--- config.mk ---
export PLATFORM = sky130hd
export DESIGN_NAME = ticket_dispense_arbiter
export DESIGN_NICKNAME = d
export VERILOG_FILES = /design/src/rtl/ticket_pkg.sv /design/src/rtl/rr_pick_nreq.sv /design/src/rtl/ticket_dispense_arbiter.sv
export SDC_FILE = /design/constraint.sdc
export NUM_CORES = 1
export LEC_CHECK = 0
export CORE_MARGIN = 3
export CORE_UTILIZATION = 49
export DETAILED_ROUTE_END_ITERATION = 8
export MAX_ROUTING_LAYER = met4
export PLACE_DENSITY = 0.74
export SETUP_SLACK_MARGIN = 0.05
export SLEW_MARGIN = 0
export SYNTH_ARGS = -nofsm -noshare
export SYNTH_HDL_FRONTEND = slang
export SYNTH_SLANG_ARGS = --single-unit
export TNS_END_PERCENT = 30
--- constraint.sdc ---
create_clock -name clk -period 2.9 [get_ports clk]
set_input_delay 0.435 -clock clk [delete_from_list [all_inputs] [get_ports clk]]
set_output_delay 0.435 -clock clk [all_outputs]
set_load 0.01 [all_outputs]
--- src/rtl/ticket_pkg.sv ---
// ticket_pkg
// Shared definitions for the ticket dispense arbiter:
//   arb_state_t      - arbiter FSM state encoding
//   DEF_*            - default requester count and mechanism drive times
//   CNT_W            - width of the run-time down-counter (drive times up to 255)
//   run_load()       - counter preload for a run that must last 'cycles' cycles
package ticket_pkg;

    typedef enum logic [2:0] {
        ST_IDLE     = 3'd0,
        ST_RUN_DISP = 3'd1,
        ST_RUN_RTN  = 3'd2,
        ST_DONE     = 3'd3,
        ST_FAULT    = 3'd4
    } arb_state_t;

    localparam int DEF_NREQ        = 4;
    localparam int DEF_DISP_CYCLES = 8;
    localparam int DEF_RTN_CYCLES  = 4;
    localparam int CNT_W           = 8;

    // The counter counts down to zero inclusive, so a run of N cycles
    // starts from N-1.
    function automatic logic [CNT_W-1:0] run_load(input int cycles);
        return CNT_W'(cycles - 1);
    endfunction

endpackage

--- src/rtl/rr_pick_nreq.sv ---
// rr_pick_nreq
// Combinational round-robin picker. Searches the pending vector starting at
// ptr+1 and wrapping around, so the last winner (ptr) has lowest priority.
// Ports:
//   pending - one bit per requester, high when that requester wants service
//   ptr     - index of the most recently granted requester
//   valid   - high when at least one requester is pending
//   winner  - index of the selected requester (0 when valid is low)
module rr_pick_nreq #(
    parameter int NREQ = 4,
    parameter int IW   = $clog2(NREQ)
) (
    input  logic [NREQ-1:0] pending,
    input  logic [IW-1:0]   ptr,
    output logic            valid,
    output logic [IW-1:0]   winner
);

    // Walk offsets from farthest to nearest so the nearest pending index
    // after ptr is the last one written and therefore wins.
    always_comb begin
        logic [IW-1:0] idx;
        valid  = 1'b0;
        winner = '0;
        idx    = '0;
        for (int k = NREQ; k >= 1; k--) begin
            idx = IW'((int'(ptr) + k) % NREQ);
            if (pending[idx]) begin
                valid  = 1'b1;
                winner = idx;
            end
        end
    end

endmodule

--- src/rtl/ticket_dispense_arbiter.sv ---
// ticket_dispense_arbiter
// Arbitrates a single shared ticket-dispense / money-return mechanism among
// NREQ ticket machines. A requester is chosen round-robin while idle, the
// mechanism is driven for a fixed number of cycles, and a one-cycle done
// pulse is returned to the owner. A mechanism jam aborts the operation.
// Ports:
//   clk           - clock, rising edge
//   clear_n       - asynchronous active-low reset
//   req_disp      - per-requester dispense request (level)
//   req_rtn       - per-requester money-return request (level)
//   mech_fault    - shared mechanism jam indication
//   grant         - one-hot owner of the mechanism
//   mech_dispense - drives the ticket dispenser
//   mech_return   - drives the money-return chute
//   done          - one-cycle completion pulse to the owner
//   busy          - high whenever the arbiter is not idle
//   fault         - high while the arbiter sits in the fault state
module ticket_dispense_arbiter
    import ticket_pkg::*;
#(
    parameter int NREQ        = DEF_NREQ,
    parameter int DISP_CYCLES = DEF_DISP_CYCLES,
    parameter int RTN_CYCLES  = DEF_RTN_CYCLES
) (
    input  logic            clk,
    input  logic            clear_n,
    input  logic [NREQ-1:0] req_disp,
    input  logic [NREQ-1:0] req_rtn,
    input  logic            mech_fault,
    output logic [NREQ-1:0] grant,
    output logic            mech_dispense,
    output logic            mech_return,
    output logic [NREQ-1:0] done,
    output logic            busy,
    output logic            fault
);

    localparam int IW = $clog2(NREQ);

    arb_state_t       state;
    logic [CNT_W-1:0] count;
    logic [IW-1:0]    ptr;

    logic [NREQ-1:0]  pending;
    logic             pick_valid;
    logic [IW-1:0]    pick_winner;

    assign pending = req_disp | req_rtn;

    rr_pick_nreq #(
        .NREQ (NREQ),
        .IW   (IW)
    ) u_pick (
        .pending (pending),
        .ptr     (ptr),
        .valid   (pick_valid),
        .winner  (pick_winner)
    );

    // Single FSM process. Every output is written here alongside the state
    // it belongs to, so outputs are registered and change together with the
    // state. ptr doubles as the index of the current owner during a run.
    // Requests are only looked at in IDLE; during a run the operation is
    // committed and finishes regardless of the request lines.
    always_ff @(posedge clk or negedge clear_n) begin
        if (!clear_n) begin
            state         <= ST_IDLE;
            count         <= '0;
            ptr           <= IW'(NREQ - 1);
            grant         <= '0;
            done          <= '0;
            mech_dispense <= 1'b0;
            mech_return   <= 1'b0;
            busy          <= 1'b0;
            fault         <= 1'b0;
        end else begin
            done <= '0;
            case (state)
                ST_IDLE: begin
                    if (pick_valid) begin
                        ptr   <= pick_winner;
                        grant <= NREQ'(1) << pick_winner;
                        busy  <= 1'b1;
                        // Dispense takes precedence when both requests are up.
                        if (req_disp[pick_winner]) begin
                            state         <= ST_RUN_DISP;
                            count         <= run_load(DISP_CYCLES);
                            mech_dispense <= 1'b1;
                        end else begin
                            state       <= ST_RUN_RTN;
                            count       <= run_load(RTN_CYCLES);
                            mech_return <= 1'b1;
                        end
                    end
                end

                ST_RUN_DISP, ST_RUN_RTN: begin
                    // A jam wins over completion, even on the final run cycle.
                    if (mech_fault) begin
                        state         <= ST_FAULT;
                        count         <= '0;
                        grant         <= '0;
                        mech_dispense <= 1'b0;
                        mech_return   <= 1'b0;
                        fault         <= 1'b1;
                    end else if (count == '0) begin
                        state         <= ST_DONE;
                        mech_dispense <= 1'b0;
                        mech_return   <= 1'b0;
                        done          <= grant;
                    end else begin
                        count <= count - 1'b1;
                    end
                end

                ST_DONE: begin
                    state <= ST_IDLE;
                    grant <= '0;
                    busy  <= 1'b0;
                end

                ST_FAULT: begin
                    if (!mech_fault) begin
                        state <= ST_IDLE;
                        fault <= 1'b0;
                        busy  <= 1'b0;
                    end
                end

                default: begin
                    state         <= ST_IDLE;
                    count         <= '0;
                    grant         <= '0;
                    mech_dispense <= 1'b0;
                    mech_return   <= 1'b0;
                    busy          <= 1'b0;
                    fault         <= 1'b0;
                end
            endcase
        end
    end

endmodule
## Word-level counts from Yosys, hierarchy flattened

Cells that the tools add are included.

| word-level totals | value |
|---|---|
| logic and storage cells | 97 |
| bits in registers | 25 |

| cells by class | value |
|---|---|
| magnitude comparators | 5 |
| add/subtract/negate cells | 5 |
| bitwise logic cells | 5 |
| reductions and logical operators | 13 |
| mux-type cells | 48 |
| equality and inequality tests | 11 |
| shift operators | 1 |

Operator list:

| kind | number |
|---|---|
| 8-bit two-way mux | 3 |
| 8-bit case mux with 3 select lines | 1 |
| 4-bit two-way mux | 5 |
| 1-bit two-way mux | 18 |
| 2-bit by 3-bit < comparator with 1-bit output (second input constant) | 5 |
| 3-bit two-way mux | 5 |
| 3-bit AND reduction | 5 |
| 1-bit case mux with 3 select lines | 4 |
| 4-bit case mux with 3 select lines | 1 |
| 1-bit binary-select mux with 2-bit select | 5 |
| 2-bit two-way mux | 5 |
| 2-bit != test (second input constant) | 5 |
| 3-bit case mux with 3 select lines | 1 |
| 8-bit zero test | 1 |
| 4-bit AND reduction | 2 |
| 8-bit by 1-bit subtractor with 8-bit output (second input constant) | 1 |
| 3-bit by 2-bit == test with 1-bit output (second input constant) | 2 |
| 3-bit != test (second input constant) | 2 |
| 2-bit OR reduction | 3 |
| 2-bit by 1-bit adder with 2-bit output (second input constant) | 2 |
| 2-bit adder (second input constant) | 2 |
| 1-bit NOT | 4 |
| 4-bit bitwise OR | 1 |
| 1-bit by 2-bit left shift with 4-bit output (first input constant) | 1 |
| other kinds (4) | 4 |

## Depth between registers and ports, before layout

Gate-level depths: netlist of the first run.

| logic depth | value |
|---|---|
| word-level depth | 12 |
| gate-level depth with buffers | 8 |
| mapped depth without buffers | 8 |

## Modules after synthesis

From an unflattened synthesis of the first run, not the netlist that was laid out.

| second synthesis, totals | value |
|---|---|
| cells, all modules | 148 |
| area, all modules | 1381.3 um^2 |

By module, submodules not included:

| module | instances | cells each | area an instance (um^2) | sequential area each (um^2) |
|---|---|---|---|---|
| ticket_dispense_arbiter | 1 | 134 | 1290.0 | 628.1 |
| rr_pick_nreq | 1 | 14 | 91.3 | 0.0 |

## Worst setup path after synthesis of the first run

Ideal clock, no wire load.

| path | value |
|---|---|
| kind | input port to flip-flop |
| start point | input port req_rtn[0] |
| end point | register state[0] |
| setup slack | 0.908 ns |
| arrival | 1.923 ns |
| stages on the path | 6 |
| path buffers | 0 |
| library setup time | 0.068 ns |
| cell sequence | or4_4 and3_4 or2_0 mux2i_1 o21a_1 o221a_1 |

| between the ends | value |
|---|---|
| word-level cells in the longest chain between the ends | 12 |
| elaborated cells between the ends (all ways) | 24 |
| those cells by class | eq/ne (1); mux (21); bitwise (1); reduce/logical (1) |

Ends and longest elaborated chain:

| what | line | text |
|---|---|---|
| start, declared | ticket_dispense_arbiter.sv:28 | `input logic [NREQ-1:0] req_rtn,` |
| 4-bit bitwise OR * | ticket_dispense_arbiter.sv:48 | `assign pending = req_disp \| req_rtn;` |
| 1-bit binary-select mux with 2-bit select | rr_pick_nreq.sv:28 | `if (pending[idx]) begin` |
| 1-bit two-way mux (implied by the code) | rr_pick_nreq.sv:28 |  |
| 2-bit two-way mux (4 in series) | rr_pick_nreq.sv:28 |  |
| 1-bit binary-select mux with 2-bit select | ticket_dispense_arbiter.sv:85 | `if (req_disp[pick_winner]) begin` |
| 1-bit two-way mux (implied by the code) | ticket_dispense_arbiter.sv:85 |  |
| 2-bit two-way mux | ticket_dispense_arbiter.sv:85 |  |
| 3-bit two-way mux | ticket_dispense_arbiter.sv:80 | `if (pick_valid) begin` |
| 3-bit case mux with 3 select lines | ticket_dispense_arbiter.sv:78 | `case (state)` |
| end signal, assigned | ticket_dispense_arbiter.sv:86 | `state <= ST_RUN_DISP;` |
| end signal, assigned | ticket_dispense_arbiter.sv:90 | `state <= ST_RUN_RTN;` |
| end signal, assigned | ticket_dispense_arbiter.sv:100 | `state <= ST_FAULT;` |
| end, declared | ticket_dispense_arbiter.sv:40 | `arb_state_t state;` |

Mark *: on every way between the ends. The rest lies on a longest branch, timed or not. The select of a mux whose other input is x is not followed.
A chain may end at the register's enable or synchronous reset.

## Final worst setup path of the first run

| path | value |
|---|---|
| start point | register count[0] |
| end point | register count[0] |

| between the ends | value |
|---|---|
| word-level cells in the longest chain between the ends | 4 |
| elaborated cells between the ends (all ways) | 7 |
| those cells by class | add/sub (1); eq/ne (1); mux (3); reduce/logical (2) |

Ends and longest elaborated chain:

| what | line | text |
|---|---|---|
| start, declared | ticket_dispense_arbiter.sv:41 | `logic [CNT_W-1:0] count;` |
| start signal, assigned | ticket_dispense_arbiter.sv:87 | `count <= run_load(DISP_CYCLES);` |
| start signal, assigned | ticket_dispense_arbiter.sv:91 | `count <= run_load(RTN_CYCLES);` |
| start signal, assigned | ticket_dispense_arbiter.sv:112 | `count <= count - 1'b1;` |
| 8-bit by 1-bit subtractor with 8-bit output | ticket_dispense_arbiter.sv:112 |  |
| 8-bit two-way mux | ticket_dispense_arbiter.sv:106 | `end else if (count == '0) begin` |
| 8-bit two-way mux | ticket_dispense_arbiter.sv:99 | `if (mech_fault) begin` |
| 8-bit case mux with 3 select lines | ticket_dispense_arbiter.sv:78 |  |

Parallel ways exist; a longest one is shown, timed or not. The select of a mux whose other input is x is not followed.

==> results_dict.tcl, run 1 <==
set metrics [dict create \
    finalNonFillerCells 205 \
    gr-usage-all-layers 0.1934 \
    synth-edff-count 0 \
    setup_viol 0 \
    cts_resized 0 \
    drc 0 \
    clock_power_share 0.097 \
    numCtsBuffers 3 \
    vias_per_cell 5.883 \
    die_area_um2 3483 \
    start_util 0.5365 \
    clock_skew_ns 0.009968 \
    fin_nets 188 \
    hold_viol_final 0 \
    placed_cell_area_um2 1637 \
    arrival_ns 2.63 \
    grt_pass1_vias 1139 \
    crit_fanout 6 \
    final_design_area_no_fill_um2 1664 \
    critPathLaunchType "flop" \
    cpMaxStageDelayCell "nor4b_2" \
    ir_drop_v 0.0006194 \
    cts_tree "yes" \
    dp_slack_ns 0.2597 \
    post-route-period-util 0.8186 \
    p_comb_frac 0.543 \
    postSynthAreaPerCell_um2 9.184 \
    die_w_um 59.02 \
    design.core.area_um2 2567 \
    yosysWarnings 0 \
    fillCellCount 226 \
    drive_gt1_frac 0.09714 \
    cts.sinks 25 \
    setup_ws_ns 0.5262 \
    root_buffer "clkbuf_4" \
    dp.cells 201 \
    via_count 1206 \
    ys_ff_latch 25 \
    fin_util 0.6481 \
    p_leak_nw 0.7326 \
    hold_class "in -> async" \
    max_slew_margin 0.5304 \
    synthFlopType "dfrtp_1" \
    antenna_left 0 \
    cap_violations 0 \
    wl_per_cell_um 14.56 \
    yosys.area.top_type_share 0.4178 \
    cts_setup_buffers 0 \
    clock_latency_ns 0.32 \
    synth_cell_types 47 \
    cts_hold_buffers 0 \
    sequentialPowerShare 0.360 \
    routed_wl_um 2984 \
    end_kind "flop" \
    grt_max_degree 26 \
    synthCells 150 \
    p_int_mw 0.9107 \
    min_period_ns 2.374 \
    setup_tns_ns 0 \
    yosysMostFrequentCell "dfrtp_1" \
    dp_hpwl_um 2304 \
    cts_max_path_buffers 2 \
    ys_top_cells_by_count "23 x dfrtp_1, 15 x nor2_1, 15 x o21ai_0" \
    powerDensity_nw_per_um2 963.6 \
    antenna_found_initial 0 \
    yosys-top-cells-area "dfrtp_1 42%, o21ai_0 5.4%, nor2_1 4.1%" \
    path_cells "inv_1 > ha_1 > or4b_1 > nor4b_2 > nand2b_1 > a211oi_1 > a21oi_1" \
    crit_family "simple AND/OR/NAND/NOR gates" \
    grt_overflow 0 \
    clk_pin_slew_ns 0.14 \
    criticalPathCategory "reg -> reg" \
    slew_viol_final 0 \
    die_y_um 59.02 \
    antenna_cells 0 \
    routabilityCongestion 1.083 \
    tightest_slew_ns 0.6979 \
    status "complete, no violations" \
    cp.required_ns 3.15 \
    power_mw 1.603 \
    grt_pass1_wl_um 5161 \
    p_sw_frac 0.4320 \
    area_growth_pct 20.80 \
    ioPinCount 23 \
    drtIter0Drc 64 \
    portBuffers 22 \
    fmaxAchievable_ghz 0.4213 \
    yosysTopAreaCell "dfrtp_1" \
    drtPass1Iterations 4 \
    whs_ns 0.4493 \
    yosysSeqAreaShare 0.4559 \
    p_sw_mw 0.6927 \
    synthesis.nets 162 \
    row_count 18 \
    async_flop_share 1.000 \
    critical_path_buf_inv_count 1 \
    max_stage_delay_ns 0.56 \
    synth_area_um2 1378 \
    h-tree-depth 1 \
    rsz0062_at_grt "no" \
]
==> power groups by stage <==
| stage | clock [mW] | sequential, mW | combinational, mW |
|---|---|---|---|
| finish | 0.156 | 0.577 | 0.871 |
| detailed placement | 0 | 0.583 | 0.867 |
| CTS | 0.161 | 0.575 | 0.870 |
| global route | 0.176 | 0.593 | 0.974 |
| global placement | 0 | 0.579 | 0.845 |
| floorplan | 0 | 0.555 | 0.637 |
==> worst register-to-register path, stage by stage (launching register included) <==
cell	delay, ns
dfrtp_1	0.40
inv_1	0.09
ha_1	0.20
or4b_1	0.55
nor4b_2	0.56
nand2b_1	0.27
a211oi_1	0.08
a21oi_1	0.15
==> registers in the layout (all words and copies together) (netlist names) <==
register,flops
ptr,2
mech_dispense,1
state,3
count,8
busy,1
done,4
mech_return,1
grant,4
fault,1
==> cell usage in the layout (no fill, tap or decap), types with 2 or more instances in the layout <==
master            n
clkbuf_4          3
dfrtp_1          23
nor3_1            8
o21ai_0          15
o21a_1            2
inv_1             7
buf_4             2
nand2_1          11
nor3b_1           3
dfstp_2           2
a22o_1            2
o31ai_1           2
nand2b_1          2
nor2_1           15
and2_1            5
nor4_1            2
or4b_1            2
nand3_1           2
o22ai_1           2
clkdlybuf4s50_1  22
o21ai_1           4
a21oi_1           9
or3_1             4
==> path summary, 6_finish.rpt <==
| kind | start | end | slack, ns | depth (start not counted) |
|---|---|---|---|---|
| setup reg to reg | count[0] | count[0] | 0.53 | 7 |
| hold reg to reg | mech_return | mech_return | 0.51 | 1 |
| setup / recovery | count[0] | count[0] | 0.53 | 7 |
| hold / removal | clear_n | count[3] | 0.45 | 2 |
| min in group clk | mech_return | mech_return | 0.51 | 1 |
| max in group asynchronous | clear_n | ptr[0] | 2.15 | 2 |
==> cell type report <==
class	instances	area [µm²]	area share
Sequential cell	25	628.1	0.3774
Timing Repair Buffer	24	235.2	0.1414
Clock buffer	3	22.52	0.01353
Tap cell	30	37.54	0.02256
Inverter	7	26.28	0.01579
Multi-Input combinational cell	115	709.4	0.4263
Clock inverter	1	5.005	0.003008
==> cell families (layout without fill, tap and decap cells) <==
family                     count (synthesis)  after routing  share of synthesized area
muxes                                      1              1                   0.007266
AOI/OAI and AO/OA                         50             50                     0.2398
xor gates and xnor gates                   1              1                   0.006359
DFF                                       25             25                     0.4559
buffers and inverters                     10             35                    0.02907
and+or+nand+nor                           62             62                     0.2525
adders and majority gates                  1              1                   0.009081
==> layer usage <==
layer	global-route usage	up-vias	wire, µm
met5	-	-	0
met1	0.2780	566	1449
met2	0.2950	34	1350
li1	-	604	-
met3	0.02614	2	179
met4	0.03560	0	5
Power figures use the tool's default switching activity.
==> run 2: changes to the inputs <==
clock period = 2.4 ns   (was 2.9 ns; I/O delays follow)
==> results_dict.tcl, run 2 (synthesis gave the netlist of run 1 again) <==
set metrics [dict create \
    powerDensity_nw_per_um2 1161 \
    top_register "count" \
    drc 0 \
    regToRegStartpoint "count[0]" \
    post-route-period-util 0.9150 \
    vias_per_cell 5.832 \
    min_period_ns 2.196 \
    r2r.worst_path.cells 7 \
    critPathLaunchType "input pin" \
    h-tree-depth 1 \
    fin_nets 197 \
    hold_class "in -> async" \
    rsz0062_at_grt "no" \
    grt_max_degree 26 \
    setup_viol 0 \
    ir_drop_v 0.0007954 \
    crit_family "simple AND/OR/NAND/NOR gates" \
    arrival_ns 2.47 \
    via_count 1248 \
    start_util 0.5365 \
    end_kind "flop" \
    cts_max_path_buffers 2 \
    setup_tns_ns 0 \
    die_area_um2 3483 \
    cts.sinks 25 \
    hold_viol_final 0 \
    grt_pass1_vias 1125 \
    drtIter0Drc 35 \
    dp_hpwl_um 2373 \
    die_y_um 59.02 \
    clock_latency_ns 0.32 \
    critical_path_buf_inv_count 1 \
    largest_reg_flops 8 \
    die_w_um 59.02 \
    row_count 18 \
    antenna_found_initial 0 \
    clk_pin_slew_ns 0.13 \
    portBuffers 22 \
    cp-endpoint "state[0]" \
    p_leak_nw 0.7813 \
    setup_ws_ns 0.2040 \
    wl_per_cell_um 14.49 \
    criticalPathCategory "in -> reg" \
    routabilityCongestion 0.9587 \
    routed_wl_um 3100 \
    root_buffer "clkbuf_4" \
    antenna_cells 0 \
    dp.cells 210 \
    fmaxAchievable_ghz 0.4554 \
    most-common-layout-cells "23 x dfrtp_1, 22 x clkdlybuf4s50_1, 15 x nor2_1, 15 x o21ai_0" \
    cts_tree "yes" \
    fin_util 0.6779 \
    tightest_slew_ns 0.5426 \
    antenna_left 0 \
    gr-usage-all-layers 0.1950 \
    rrSetupSlack_ns 0.22 \
    area_growth_pct 26.34 \
    layout_commonest_cell "dfrtp_1" \
    drive_gt1_frac 0.1413 \
    cap_violations 0 \
    crit_fanout 4 \
    grt_pass1_wl_um 5050 \
    max_slew_margin 0.6376 \
    drtPass1Iterations 4 \
    grt_overflow 0 \
    ioPinCount 23 \
    top_regs "count: 8 flops, done: 4 flops, grant: 4 flops" \
    clock_skew_ns 0.002094 \
    numCtsBuffers 3 \
    cpMaxStageDelayCell "or4_4" \
    status "complete, no violations" \
    max_stage_delay_ns 0.57 \
    r2r_end "mech_return" \
    design.core.area_um2 2567 \
    whs_ns 0.3783 \
    cts_setup_buffers 0 \
    path_cells "clkdlybuf4s50_1 > or4_4 > and3_4 > or2_0 > mux2i_1 > o21a_1 > o221a_1" \
    critical_path_cell_count 7 \
    finalNonFillerCells 214 \
    critPathLaunch "req_rtn[0]" \
    slew_viol_final 0 \
    dp_slack_ns -0.1259 \
    cp.required_ns 2.67 \
]
[run 2: cell count changes in the layout (fill, tap and decap cells not counted)]
cell / before / now
buf_4: 2 / 11
nor4b_2: 1 / 0
nor4b_4: 0 / 1
[run 2: worst min path at each step]
stage,end,start
after global routing,busy,clear_n
after CTS,count[5],clear_n
after global placement,mech_return,mech_return
after detailed placement,mech_return,mech_return
final,count[5],clear_n
after floorplan,busy,clear_n
[run 2: report_power, final]
| group | internal [mW] | leakage [nW] | switching, mW |
|---|---|---|---|
| Clock | 0.0625 | 0.0177 | 0.125 |
| Sequential | 0.567 | 0.321 | 0.131 |
| Combinational | 0.525 | 0.443 | 0.609 |
| Total | 1.15 | 0.781 | 0.865 |
[run 2: area by class of cell]
cell class                      instances  area (µm²)
Clock buffer                            3       22.52
Timing Repair Buffer                   33       302.8
Inverter                                7       26.28
Clock inverter                          1       5.005
Tap cell                               30       37.54
Sequential cell                        25       628.1
Multi-Input combinational cell        115       718.2
Fill cell                             227       827.0
[run 2: metrics by stage]
step           area, µm²  power [mW]
2_1_floorplan       1378       1.440
3_3_place_gp        1704       1.778
3_5_place_dp        1704       1.815
4_1_cts             1732       2.011
5_1_grt             1740       2.198
6_report            1740       2.020
[run 2: what timing repair did]
action / CTS / global route
hold buffers: 0 / 0
setup endpoints to repair: 0 / 1
resized for setup: 0 / 1
[run 2: worst register-to-register path: cells and delay by family, from the launching register on]
family | cells | cell delay [ns]
and+or+nand+nor | 3 | 0.93
AOI/OAI and AO/OA | 2 | 0.51
buffers and inverters | 1 | 0.09
adders and majority gates | 1 | 0.20
DFF | 1 | 0.39
[run 2: per-layer routing]
metal | routed length [µm] | track usage | up-vias
met2 | 1414 | 0.3013 | 35
li1 | - | - | 623
met3 | 143 | 0.02832 | 4
met5 | 0 | - | -
met1 | 1490 | 0.2580 | 586
met4 | 51 | 0.07767 | 0
==> run 3: changes to the inputs <==
DONT_BUFFER_PORTS = 1   (was default)
PLACE_DENSITY = default   (was 0.74)
REMOVE_ABC_BUFFERS = 1   (was default)
==> results_dict.tcl, run 3 (synthesis gave the netlist of run 1 again) <==
set metrics [dict create \
    placed_cell_area_um2 1416 \
    setup_ws_ns 0.2211 \
    arrival_ns 2.42 \
    die_y_um 59.02 \
    p_sw_frac 0.4452 \
    whs_ns 0.1724 \
    regToRegStartpoint "count[0]" \
    wl_per_cell_um 14.91 \
    largest_reg_flops 8 \
    drtPass1Iterations 4 \
    critical_path_cell_count 7 \
    grt_pass1_vias 1032 \
    fmaxAchievable_ghz 0.4589 \
    post-route-period-util 0.9079 \
    powerDensity_nw_per_um2 1230 \
    crit_family "simple AND/OR/NAND/NOR gates" \
    dp_slack_ns 0.2225 \
    end_kind "flop" \
    cts_tree "yes" \
    row_count 18 \
    power_mw 1.818 \
    grt_overflow 0 \
    routabilityCongestion 0.9217 \
    drc 0 \
    drive_gt1_frac 0.1226 \
    final_design_area_no_fill_um2 1479 \
    top_regs "count: 8 flops, done: 4 flops, grant: 4 flops" \
    cp-endpoint "count[0]" \
    cpMaxStageDelayCell "or4b_1" \
    design.core.area_um2 2567 \
    cts_max_path_buffers 2 \
    hold_viol_final 0 \
    r2r.worst_path.cells 7 \
    max_slew_margin 0.5099 \
    p_leak_nw 0.6658 \
    drtIter0Drc 34 \
    clock_power_share 0.099 \
    antenna_left 0 \
    most-common-layout-cells "23 x dfrtp_1, 15 x nor2_1, 15 x o21ai_0" \
    p_sw_mw 0.8095 \
    clock_skew_ns 0.001744 \
    numCtsBuffers 3 \
    ioPinCount 23 \
    cts.sinks 25 \
    critPathLaunchType "flop" \
    status "complete, no violations" \
    top_register "count" \
    p_comb_frac 0.502 \
    area_growth_pct 7.357 \
    die_area_um2 3483 \
    max_stage_delay_ns 0.54 \
    vias_per_cell 6.027 \
    fin_nets 168 \
    setup_tns_ns 0 \
    rrSetupSlack_ns 0.22 \
    setup_viol 0 \
    ir_drop_v 0.0006358 \
    clock_latency_ns 0.30 \
    critPathLaunch "count[0]" \
    hold_class "in -> reg" \
    dp_hpwl_um 2095 \
    antenna_found_initial 0 \
    criticalPathCategory "reg -> reg" \
    slew_viol_final 0 \
    start_util 0.5365 \
    antenna_cells 0 \
    tightest_slew_ns 0.7296 \
    r2r_end "count[0]" \
    path_cells "inv_1 > ha_1 > or4b_1 > nor4b_2 > nand2b_1 > a211oi_1 > a21oi_1" \
    min_period_ns 2.179 \
    portBuffers 0 \
    cap_violations 0 \
    cp.required_ns 2.64 \
    h-tree-depth 1 \
    crit_fanout 5 \
    grt_pass1_wl_um 4705 \
    routed_wl_um 2759 \
    die_w_um 59.02 \
    grt_max_degree 26 \
    layout_commonest_cell "dfrtp_1" \
    rsz0062_at_grt "no" \
    root_buffer "clkbuf_4" \
    p_int_mw 1.009 \
    clk_pin_slew_ns 0.13 \
    via_count 1115 \
    gr-usage-all-layers 0.1797 \
    critical_path_buf_inv_count 1 \
    sequentialPowerShare 0.399 \
]
==> run 3: changes by cell type in the layout (fill, tap and decap cells not counted) <==
cell,previous run,this run
buf_12,0,1
buf_4,11,2
clkdlybuf4s50_1,22,0
dlygate4sd3_1,0,1
nor3_1,8,7
nor3_2,1,2
nor4b_2,0,1
nor4b_4,1,0
==> run 3: how the worst min path moves through the flow <==
stage | start | end | slack, ns | depth (start not counted)
floorplan | clear_n | busy | 0.06 | 0
global placement | clear_n | count[7] | 0.06 | 0
detailed placement | clear_n | count[7] | 0.06 | 0
CTS | mech_fault | busy | 0.16 | 2
global route | mech_fault | busy | 0.14 | 2
finish | mech_fault | busy | 0.17 | 2
==> run 3: power by group through the flow <==
stage          logic, mW  registers (mW)  clock network (mW)
2_1_floorplan      0.727           0.699                   0
3_3_place_gp       0.875           0.732                   0
3_5_place_dp       0.893           0.732                   0
4_1_cts            0.911           0.724               0.195
5_1_grt             1.04           0.754               0.212
6_report           0.914           0.725               0.180
==> run 3: layer usage <==
| layer | wire, µm | GRT usage |
|---|---|---|
| met1 | 1396 | 0.2606 |
| met2 | 1184 | 0.2445 |
| met3 | 159 | 0.03922 |
| met4 | 19 | 0.06472 |
| met5 | 0 | - |
==> run 3: final cells by class <==
class                   count  area, µm²
clock buffers               3      22.52
multi-input cells         115      714.4
fillers                   250       1089
flip-flops and latches     25      628.1
well taps                  30      37.54
clock inverters             1      5.005
repair buffers              4      45.04
inverters                   7      26.28
==> run 3: stage by stage <==
| step | util | cells |
|---|---|---|
| 5_1_grt | 0.5760 | 185 |
| 3_3_place_gp | 0.5517 | 179 |
| 6_report | 0.5760 | 185 |
| 3_5_place_dp | 0.5517 | 179 |
| 4_1_cts | 0.5741 | 185 |
| 2_1_floorplan | - | 147 |
==> run 3: timing repair <==
action	in CTS	in global routing
gates resized for setup	0	1
setup endpoints to repair	0	1
hold endpoints to repair	25	0
buffers inserted	0	0
hold buffers	2	0
==> run 3: worst reg2reg max path: cells and delay by family, from the launching register on <==
kind | cells | cell delay, ns
AND/OR/NAND/NOR | 3 | 1.17
flip-flops | 1 | 0.40
AO/OA/AOI/OAI | 2 | 0.23
adder cells (fa/ha/maj) | 1 | 0.20
buffers and inverters | 1 | 0.10
